$ cat src/rtl/hs_rx_pkg.sv
// Shared types and helpers for the toggle-handshake receive arbiter.
// rr_pick is sized for the 16-channel maximum so one function serves every NUM_CH.
package hs_rx_pkg;

  typedef enum logic {
    IDLE = 1'b0,
    PEND = 1'b1
  } ch_state_e;

  localparam int MAX_CH = 16;

  typedef struct packed {
    logic       found;
    logic [3:0] idx;
  } rr_pick_t;

  function automatic int ch_w(input int n);
    return (n > 1) ? $clog2(n) : 1;
  endfunction

  // First set bit of pend at or after ptr, wrapping at n; the descending loop lets the smallest offset win.
  function automatic rr_pick_t rr_pick(input logic [MAX_CH-1:0] pend,
                                       input logic [3:0]        ptr,
                                       input int                n);
    rr_pick_t r;
    int       idx;
    r = '0;
    for (int i = MAX_CH - 1; i >= 0; i--) begin
      if (i < n) begin
        idx = (int'(ptr) + i) % n;
        if (pend[idx]) begin
          r.found = 1'b1;
          r.idx   = idx[3:0];
        end
      end
    end
    return r;
  endfunction

endpackage

$ cat src/rtl/toggle_sync_det.sv
// Synchronises one foreign-domain request toggle and emits a single-cycle pulse per level change.
module toggle_sync_det #(
  parameter int SYNC_STAGES = 2
) (
  input  logic clk,
  input  logic reset,
  input  logic i_level,
  output logic o_req_pulse
);

  logic [SYNC_STAGES-1:0] r_sync;
  logic                   r_last;

  always_ff @(posedge clk or posedge reset) begin
    if (reset) begin
      r_sync <= '0;
      r_last <= 1'b0;
    end else begin
      r_sync <= {r_sync[SYNC_STAGES-2:0], i_level};
      r_last <= r_sync[SYNC_STAGES-1];
    end
  end

  assign o_req_pulse = r_sync[SYNC_STAGES-1] ^ r_last;

endmodule

$ cat src/rtl/handshake_rx_arb.sv
// Merges NUM_CH toggle-handshake senders onto one valid/ready stream with round-robin grant.
// Stream handshake: a word transfers on any edge where out_valid && out_ready; out_data/out_ch hold while stalled.
module handshake_rx_arb
  import hs_rx_pkg::*;
#(
  parameter  int NUM_CH      = 4,
  parameter  int DATA_W      = 8,
  parameter  int SYNC_STAGES = 2,
  localparam int CH_W        = ch_w(NUM_CH)
) (
  input  logic                     clk,
  input  logic                     reset,
  input  logic [NUM_CH-1:0]        req_level,
  input  logic [NUM_CH*DATA_W-1:0] data_in,
  output logic [NUM_CH-1:0]        ack_level,
  output logic                     out_valid,
  output logic [DATA_W-1:0]        out_data,
  output logic [CH_W-1:0]          out_ch,
  input  logic                     out_ready,
  output logic [NUM_CH-1:0]        err_ovf
);

  logic [NUM_CH-1:0] w_req_pulse;
  logic [NUM_CH-1:0] w_pend;
  logic [NUM_CH-1:0] w_grant;
  logic [NUM_CH-1:0] w_err_set;
  logic [MAX_CH-1:0] w_pend_ext;
  rr_pick_t          w_pick;
  logic              w_load;
  logic [CH_W-1:0]   w_gnt_idx;
  logic [CH_W-1:0]   w_ptr_nxt;

  // Per-channel FSM state, visible hierarchically for checkers.
  ch_state_e         r_state     [NUM_CH];
  ch_state_e         w_state_nxt [NUM_CH];
  logic [DATA_W-1:0] r_hold      [NUM_CH];

  logic [CH_W-1:0]   r_rr_ptr;
  logic              r_out_valid;
  logic [DATA_W-1:0] r_out_data;
  logic [CH_W-1:0]   r_out_ch;
  logic [NUM_CH-1:0] r_ack;
  logic [NUM_CH-1:0] r_err;

  for (genvar gi = 0; gi < NUM_CH; gi++) begin : g_ch
    toggle_sync_det #(
      .SYNC_STAGES(SYNC_STAGES)
    ) u_det (
      .clk        (clk),
      .reset      (reset),
      .i_level    (req_level[gi]),
      .o_req_pulse(w_req_pulse[gi])
    );
  end

  always_comb begin
    w_pend_ext = '0;
    for (int i = 0; i < NUM_CH; i++) begin
      w_pend[i]     = (r_state[i] == PEND);
      w_pend_ext[i] = w_pend[i];
    end

    w_pick    = rr_pick(w_pend_ext, 4'(r_rr_ptr), NUM_CH);
    w_load    = w_pick.found && (!r_out_valid || out_ready);
    w_gnt_idx = CH_W'(w_pick.idx);
    w_ptr_nxt = (int'(w_gnt_idx) == NUM_CH - 1) ? '0 : w_gnt_idx + 1'b1;

    for (int i = 0; i < NUM_CH; i++) begin
      w_grant[i]     = w_load && (w_pick.idx == 4'(i));
      w_state_nxt[i] = r_state[i];
      w_err_set[i]   = 1'b0;
      case (r_state[i])
        IDLE: if (w_req_pulse[i]) w_state_nxt[i] = PEND;
        PEND: begin
          if (w_grant[i])     w_state_nxt[i] = IDLE;
          // A second toggle before grant is a sender protocol error; the held word is kept.
          if (w_req_pulse[i]) w_err_set[i]   = 1'b1;
        end
        default: w_state_nxt[i] = IDLE;
      endcase
    end
  end

  always_ff @(posedge clk or posedge reset) begin
    if (reset) begin
      for (int i = 0; i < NUM_CH; i++) begin
        r_state[i] <= IDLE;
        r_hold[i]  <= '0;
      end
      r_rr_ptr    <= '0;
      r_out_valid <= 1'b0;
      r_out_data  <= '0;
      r_out_ch    <= '0;
      r_ack       <= '0;
      r_err       <= '0;
    end else begin
      for (int i = 0; i < NUM_CH; i++) begin
        r_state[i] <= w_state_nxt[i];
        if (r_state[i] == IDLE && w_req_pulse[i])
          r_hold[i] <= data_in[i*DATA_W +: DATA_W];
      end

      if (w_load) begin
        r_out_valid <= 1'b1;
        r_out_data  <= r_hold[w_gnt_idx];
        r_out_ch    <= w_gnt_idx;
        r_rr_ptr    <= w_ptr_nxt;
      end else if (out_ready) begin
        r_out_valid <= 1'b0;
      end

      // The ack goes back only once the consumer has taken the word.
      if (r_out_valid && out_ready) begin
        for (int i = 0; i < NUM_CH; i++) begin
          if (r_out_ch == CH_W'(i)) r_ack[i] <= ~r_ack[i];
        end
      end

      r_err <= r_err | w_err_set;
    end
  end

  assign ack_level = r_ack;
  assign out_valid = r_out_valid;
  assign out_data  = r_out_data;
  assign out_ch    = r_out_ch;
  assign err_ovf   = r_err;

endmodule

$ cat config.mk
export PLATFORM = sky130hd
export DESIGN_NAME = handshake_rx_arb
export DESIGN_NICKNAME = d
export VERILOG_FILES = /design/src/rtl/hs_rx_pkg.sv /design/src/rtl/toggle_sync_det.sv /design/src/rtl/handshake_rx_arb.sv
export SDC_FILE = /design/constraint.sdc
export NUM_CORES = 1
export LEC_CHECK = 0
export ABC_CLOCK_PERIOD_IN_PS = 1800
export BUFFER_PORTS_ARGS = -buffer_cell sky130_fd_sc_hd__buf_4
export CORE_MARGIN = 8
export CORE_UTILIZATION = 41
export CTS_BUF_LIST = sky130_fd_sc_hd__clkbuf_8
export DETAILED_ROUTE_END_ITERATION = 16
export GPL_TIMING_DRIVEN = 0
export PLACE_DENSITY_LB_ADDON = 0.3
export SETUP_SLACK_MARGIN = 0.05
export SYNTH_ARGS = -nofsm -noshare
export SYNTH_HDL_FRONTEND = slang
export SYNTH_SLANG_ARGS = --single-unit
$ cat constraint.sdc
create_clock -name clk -period 1.8 [get_ports clk]
set_input_delay 0 -clock clk [delete_from_list [all_inputs] [get_ports clk]]
set_output_delay 0 -clock clk [all_outputs]
set_load 0.005 [all_outputs]
==> impl_results.md, run 1 <==
- First-pass GRT wire length: 10.8 mm
- Post-synthesis cell area: 2780 sq um
- Maximum clock path buffer count: 2
- Min Tclk post-route: 1780 ps
- Power per standard cell area: 1710 nW/um^2
- Ports: 58
- Total congestion overflow: 0
- Post-synthesis register bit count: 69
- Fin util: 0.616
- Startpoint Class: flop
- Switching Share: 0.342
- Full die area: 9660 sq um
- Initial antenna violation count: 0
- FFs w/ async S/R, synth: 1.00
- Syn Area/Cell: 13.7 sq um
- Register area share after synthesis: 0.622
- TritonCTS Buffers: 9
- Worst-Margin Slew: 829 ps
- Clk slew on worst S/H paths: 70 ps
- Switching power: 2.41 mW
- Final WS setup: 22.0 ps
- Die Span X: 98.3 um
- Setup CP Type: flop to flop
- CTS tree: built
- Nets: 360
- Post-synth EDFFs: 0
- GP Congestion: 0.725
- Crit path largest cell delay: 440 ps
- Via density: 5.08
- Placed cell area: 3310 sq um
- Pint: 4.64 mW
- Rows: 30
- Req. time, crit path: 1990 ps
- Most frequent cells after synthesis: dfrtp_1, mux2_2, nand2_1
- Post-detailed-route count of antenna-violating nets: 0
- Syn Inst Count: 203
- Ys flop type: dfrtp_1
- Post-Syn Nets: 243
- Total track usage: 0.141
- Max Cap Viol: 0
- Critical path, cell by cell: nor2b_4 > a21o_1 > a211o_1 > buf_6 > clkinv_8 > mux2i_4 > o221ai_1
- LEAKAGE: 1.87 nW
- Clock Latency Late Sink: 330 ps
- Yosys Warn Count: 0
- Core box area: 6680 sq um
- CP Capture Type: flop
- Max_slew headroom: 0.447
- VDD IR-drop max: 0.000859 V
- Pre-CTS setup slack: -91.8 ps
- Layout cells sized above 1: 0.441
- Critical path's slowest cell: dfrtp_2
- Final Hold Fails: 0
- Unrepaired setup endpoints after global routing: yes
- CTS H-Tree Depth: 3
- FMAX: 562 MHz
- CTS root buf: clkbuf_8
- Cell taking the most area after synthesis: dfrtp_1
- Hold Crit Class: input port to flop
- DRC Markers: 0
- Seq pwr share: 0.380
- Most common cell in the netlist: dfrtp_1
- Sink Count: 69
- Drt total wl: 6.83 mm
- Critical path buffers and inverters: 2
- Post-synth top area share: 0.622
- Initial Util: 0.415
- Routed vias: 2053
- Initial drt markers: 92
- DIE HEIGHT: 98.3 um
- Top cell family by delay on the critical path: compound AO/OA/AOI/OAI gates
- Share of power burned in combinational logic: 0.470
- Synth unique cells: 33
- Ranking of synthesized cells by area: dfrtp_1, mux2_2, mux2i_1
- Crit-path max FO: 6
- Clock share of power: 0.150
- Fin area: 4120 sq um
- Largest net degree at the start of global routing: 70
- Antenna diodes: 0
- Outcome: finished clean
- Worst EP arrival: 1970 ps
- Final Max Tran Viols: 0
- Final period util: 0.988
- Port Buf Inserts: 57
- Area growth from synthesis to layout: 48.4%
- Final HPWL DP: 4.15 mm
- WL per Instance: 16.9 um
- Setup-failing EPs final: 0
- First-pass iteration count of the detailed router: 4
- Vias in the first global route: 2167
- Clk_skew: 7.24 ps
==> registers in the layout, summed over array words and instances, names as in the netlist <==
name and count:
out_ch 2, r_hold 32, r_rr_ptr 2, g_ch.u_det.r_sync 8
out_data 8, err_ovf 4, r_state 4, ack_level 4
out_valid 1, g_ch.u_det.r_last 4
==> power by group through the flow <==
stage	registers [mW]	logic [mW]	clock network, mW
after floorplan	2.52	1.68	0
after global routing	2.76	3.57	1.15
after CTS	2.59	2.68	1.08
after global placement	2.60	2.30	0
final	2.68	3.32	1.06
after detailed placement	2.62	2.37	0
==> path summary, 6_finish.rpt <==
check / slack [ps] / cells past startpoint / endpoint / startpoint
worst max-delay path: 20 / 7 / out_data[3] / r_state[1]
worst min-delay path: 320 / 2 / g_ch[0].u_det.r_sync[0] / req_level[0]
worst max register to register: 20 / 7 / out_data[3] / r_state[1]
worst min register to register: 350 / 0 / g_ch[0].u_det.r_sync[1] / g_ch[0].u_det.r_sync[0]
max in group asynchronous: 830 / 3 / r_state[3] / reset
min in group asynchronous: 400 / 3 / r_hold[19] / reset
==> kinds of logic after synthesis <==
kind of cell | count (synthesis) | share of synthesized area
multiplexers | 48 | 0.188
adder cells (fa/ha/maj) | 1 | 0.00451
flip-flops | 69 | 0.622
AND/OR/NAND/NOR | 39 | 0.0699
AO/OA/AOI/OAI | 26 | 0.0681
buffers and inverters | 12 | 0.0225
XOR/XNOR | 8 | 0.0252
==> placed cells by master, fill, tap and decap left out, types with 7 or more instances in the layout <==
master,n
a21o_1,7
buf_4,65
clkbuf_8,10
dfrtp_1,65
dlygate4sd3_1,38
mux2_2,32
mux2i_1,10
nand2_1,19
o221ai_1,7
==> metrics by stage <==
stage	hold slack (ps)	TNS, ps	std cells	power (mW)
after global placement	111	-53420	340	4.90
after floorplan	31.4	0	203	4.20
after global routing	321	-99.2	404	7.48
after detailed placement	110	-538	340	4.99
final	323	0	404	7.05
after CTS	312	0	397	6.35
==> area by class of cell <==
type                       instances  area, sq um
clock inverter                     5         21.3
inverter                           5         33.8
tap                               80          100
sequential                        69         1730
fill                             507         2560
clock buffer                      10          138
timing repair buffer             106          920
multi-input combinational        122         1120
buffer                             7         57.6
==> layer usage <==
metal | vias up | wire length, um | global-route usage
met5 | - | 0 | 0
met1 | 1039 | 2950 | 0.167
met4 | 0 | 60 | 0.0460
met3 | 7 | 427 | 0.0519
met2 | 63 | 3390 | 0.231
li1 | 944 | - | -
==> timing repair <==
action / CTS / global route
cloned: 0 / 1
pin swaps: 1 / 7
endpoints found under the setup margin: 29 / 27
buffers inserted: 4 / 6
hold endpoints to repair: 107 / 0
hold buffers: 38 / 0
resized for setup: 8 / 32
No activity file was read; power rests on OpenSTA's default activity.
==> inputs of run 2 (changes only) <==
ABC_CLOCK_PERIOD_IN_PS = 2230   (was 1800)
CTS_BUF_LIST = sky130_fd_sc_hd__clkbuf_4 sky130_fd_sc_hd__clkbuf_8 sky130_fd_sc_hd__clkbuf_16   (was sky130_fd_sc_hd__clkbuf_8)
clock period = 2.23 ns   (was 1.8 ns; I/O delays follow)
==> impl_results.md, run 2 (synthesis gave the netlist of run 1 again) <==
- Worst EP arrival: 2170 ps (+200 ps)
- Drt total wl: 6.21 mm (-9.1%)
- Hold Crit Class: input port to flop
- Final HPWL DP: 4.14 mm (-0.36%)
- TritonCTS Buffers: 9 (unchanged)
- Final TNS setup: 0 ps (unchanged)
- Rows: 30 (unchanged)
- Crit-path max FO: 8 (+2)
- Setup CP Type: flop to flop
- Worst Setup EP: r_state[0]
- Largest Register: r_hold
- Unrepaired setup endpoints after global routing: no
- Antenna diodes: 0 (unchanged)
- Placed cell area: 3310 sq um (-0.11%)
- Total congestion overflow: 0 (unchanged)
- Area growth from synthesis to layout: 38.4%
- Routed vias: 1954 (-4.8%)
- Worst-Margin Slew: 1030 ps (+196 ps)
- Clk slew on worst S/H paths: 70 ps (about the same)
- Initial drt markers: 71 (-23%)
- Final WS setup: 274 ps (+252 ps)
- Commonest non-fill, non-tap cells in the layout: dfrtp_1, buf_4, dlygate4sd3_1, mux2_2, nand2_1
- Max Cap Viol: 0 (unchanged)
- Worst r2r dst: r_state[0]
- Initial antenna violation count: 0 (unchanged)
- Layout cells sized above 1: 0.356 (-0.0856)
- Startpoint Class: flop
- Post-detailed-route count of antenna-violating nets: 0 (unchanged)
- VDD IR-drop max: 0.000574 V (-33%)
- Initial Util: 0.415 (unchanged)
- CTS H-Tree Depth: 3 (unchanged)
- Fillers: 578 (+14%)
- Clock Latency Late Sink: 330 ps (about the same)
- Max reg flops: 32 (unchanged)
- WL per Instance: 15.8 um (-6.3%)
- Outcome: finished clean
- CP Capture Type: flop
- Die Span X: 98.3 um (unchanged)
- Fin util: 0.575 (-0.0418)
- Pre-CTS setup slack: 309 ps (+400 ps)
- Crit path from: r_state[1]
- Fin area: 3840 sq um (-6.8%)
- Most common cell after layout, fill and taps aside: dfrtp_1
- Final period util: 0.877 (-0.110)
- Reg2reg start: r_state[1]
- DIE HEIGHT: 98.3 um (unchanged)
- Vias in the first global route: 2095 (-3.3%)
- Core box area: 6680 sq um (unchanged)
- Clk_skew: 9.37 ps (+2.13 ps)
- First-pass GRT wire length: 10.3 mm (-3.9%)
- Full die area: 9660 sq um (unchanged)
- Largest net degree at the start of global routing: 70 (unchanged)
- Max_slew headroom: 0.314 (-0.133)
- CTS tree: built
- Total track usage: 0.135 (-0.00631)
- Ports: 58 (unchanged)
- DRC Markers: 0 (unchanged)
- First-pass iteration count of the detailed router: 4 (unchanged)
- Port Buf Inserts: 57 (unchanged)
- Final Max Tran Viols: 0 (unchanged)
- GP Congestion: 0.709 (-2.3%)
- Placed insts: 340 (unchanged)
- Nets: 349 (-3.1%)
- FMAX: 511 MHz (-9.1%)
- Reg2reg setup slack: 270 ps (+250 ps)
- Min Tclk post-route: 1960 ps (+178 ps)
- Reg2Reg Depth: 8 (+1)
- CTS root buf: clkbuf_8
- Sink Count: 69 (unchanged)
- Maximum clock path buffer count: 2 (unchanged)
- Layout Cells excl Fill: 392 (-3.0%)
- Setup-failing EPs final: 0 (unchanged)
- WHS: 312 ps (-10.7 ps)
- LEAKAGE: 1.77 nW (-5.2%)
- Via density: 4.98 (-1.9%)
- Req. time, crit path: 2440 ps (+450 ps)
- Final Hold Fails: 0 (unchanged)
- Pwr Total: 4.87 mW (-31%)
- Power per standard cell area: 1270 nW/um^2 (-26%)
-- run 2: repair_timing --
item | CTS | global route
hold endpoints to repair | 107 | 0
resized for setup | 0 | 0
hold buffers | 38 | 0
buffers inserted | 0 | 0
-- run 2: per-layer routing --
layer / global-route usage / up-vias / routed length (um)
li1: - / 921 / -
met1: 0.168 / 974 / 2770
met2: 0.213 / 53 / 2990
met3: 0.0405 / 6 / 390
met4: 0.0531 / 0 / 57
met5: 0 / - / 0
-- run 2: cell type report --
class | instances | area (sq um) | share of cell area
multi-input cells | 122 | 986 | 0.257
well taps | 80 | 100 | 0.0261
flip-flops and latches | 69 | 1730 | 0.450
clock buffers | 11 | 139 | 0.0362
inverters | 5 | 22.5 | 0.00587
clock inverters | 3 | 15.0 | 0.00391
repair buffers | 95 | 808 | 0.210
plain buffers | 7 | 42.5 | 0.0111
-- run 2: how the worst min path moves through the flow --
stage | from | to | slack [ps] | depth (start not counted)
4_1_cts | req_level[3] | g_ch[3].u_det.r_sync[0] | 310 | 2
5_1_grt | req_level[0] | g_ch[0].u_det.r_sync[0] | 310 | 2
2_1_floorplan | req_level[0] | g_ch[0].u_det.r_sync[0] | 30 | 0
3_3_place_gp | req_level[0] | g_ch[0].u_det.r_sync[0] | 110 | 1
3_5_place_dp | req_level[0] | g_ch[0].u_det.r_sync[0] | 110 | 1
6_report | req_level[0] | g_ch[0].u_det.r_sync[0] | 310 | 2
-- run 2: critical path, cell delays in order, from the launching register on --
cell,delay (ps)
dfrtp_1,450
nor2b_4,160
a21o_1,150
a211o_1,300
buf_6,140
clkinv_2,130
ha_1,170
a21oi_1,60
or2_2,270
-- run 2: where the power goes --
group          internal [mW]  switching (mW)  leakage [nW]
clock network          0.411           0.429        0.0856
registers               1.75           0.344         0.798
logic                   1.08           0.857         0.891
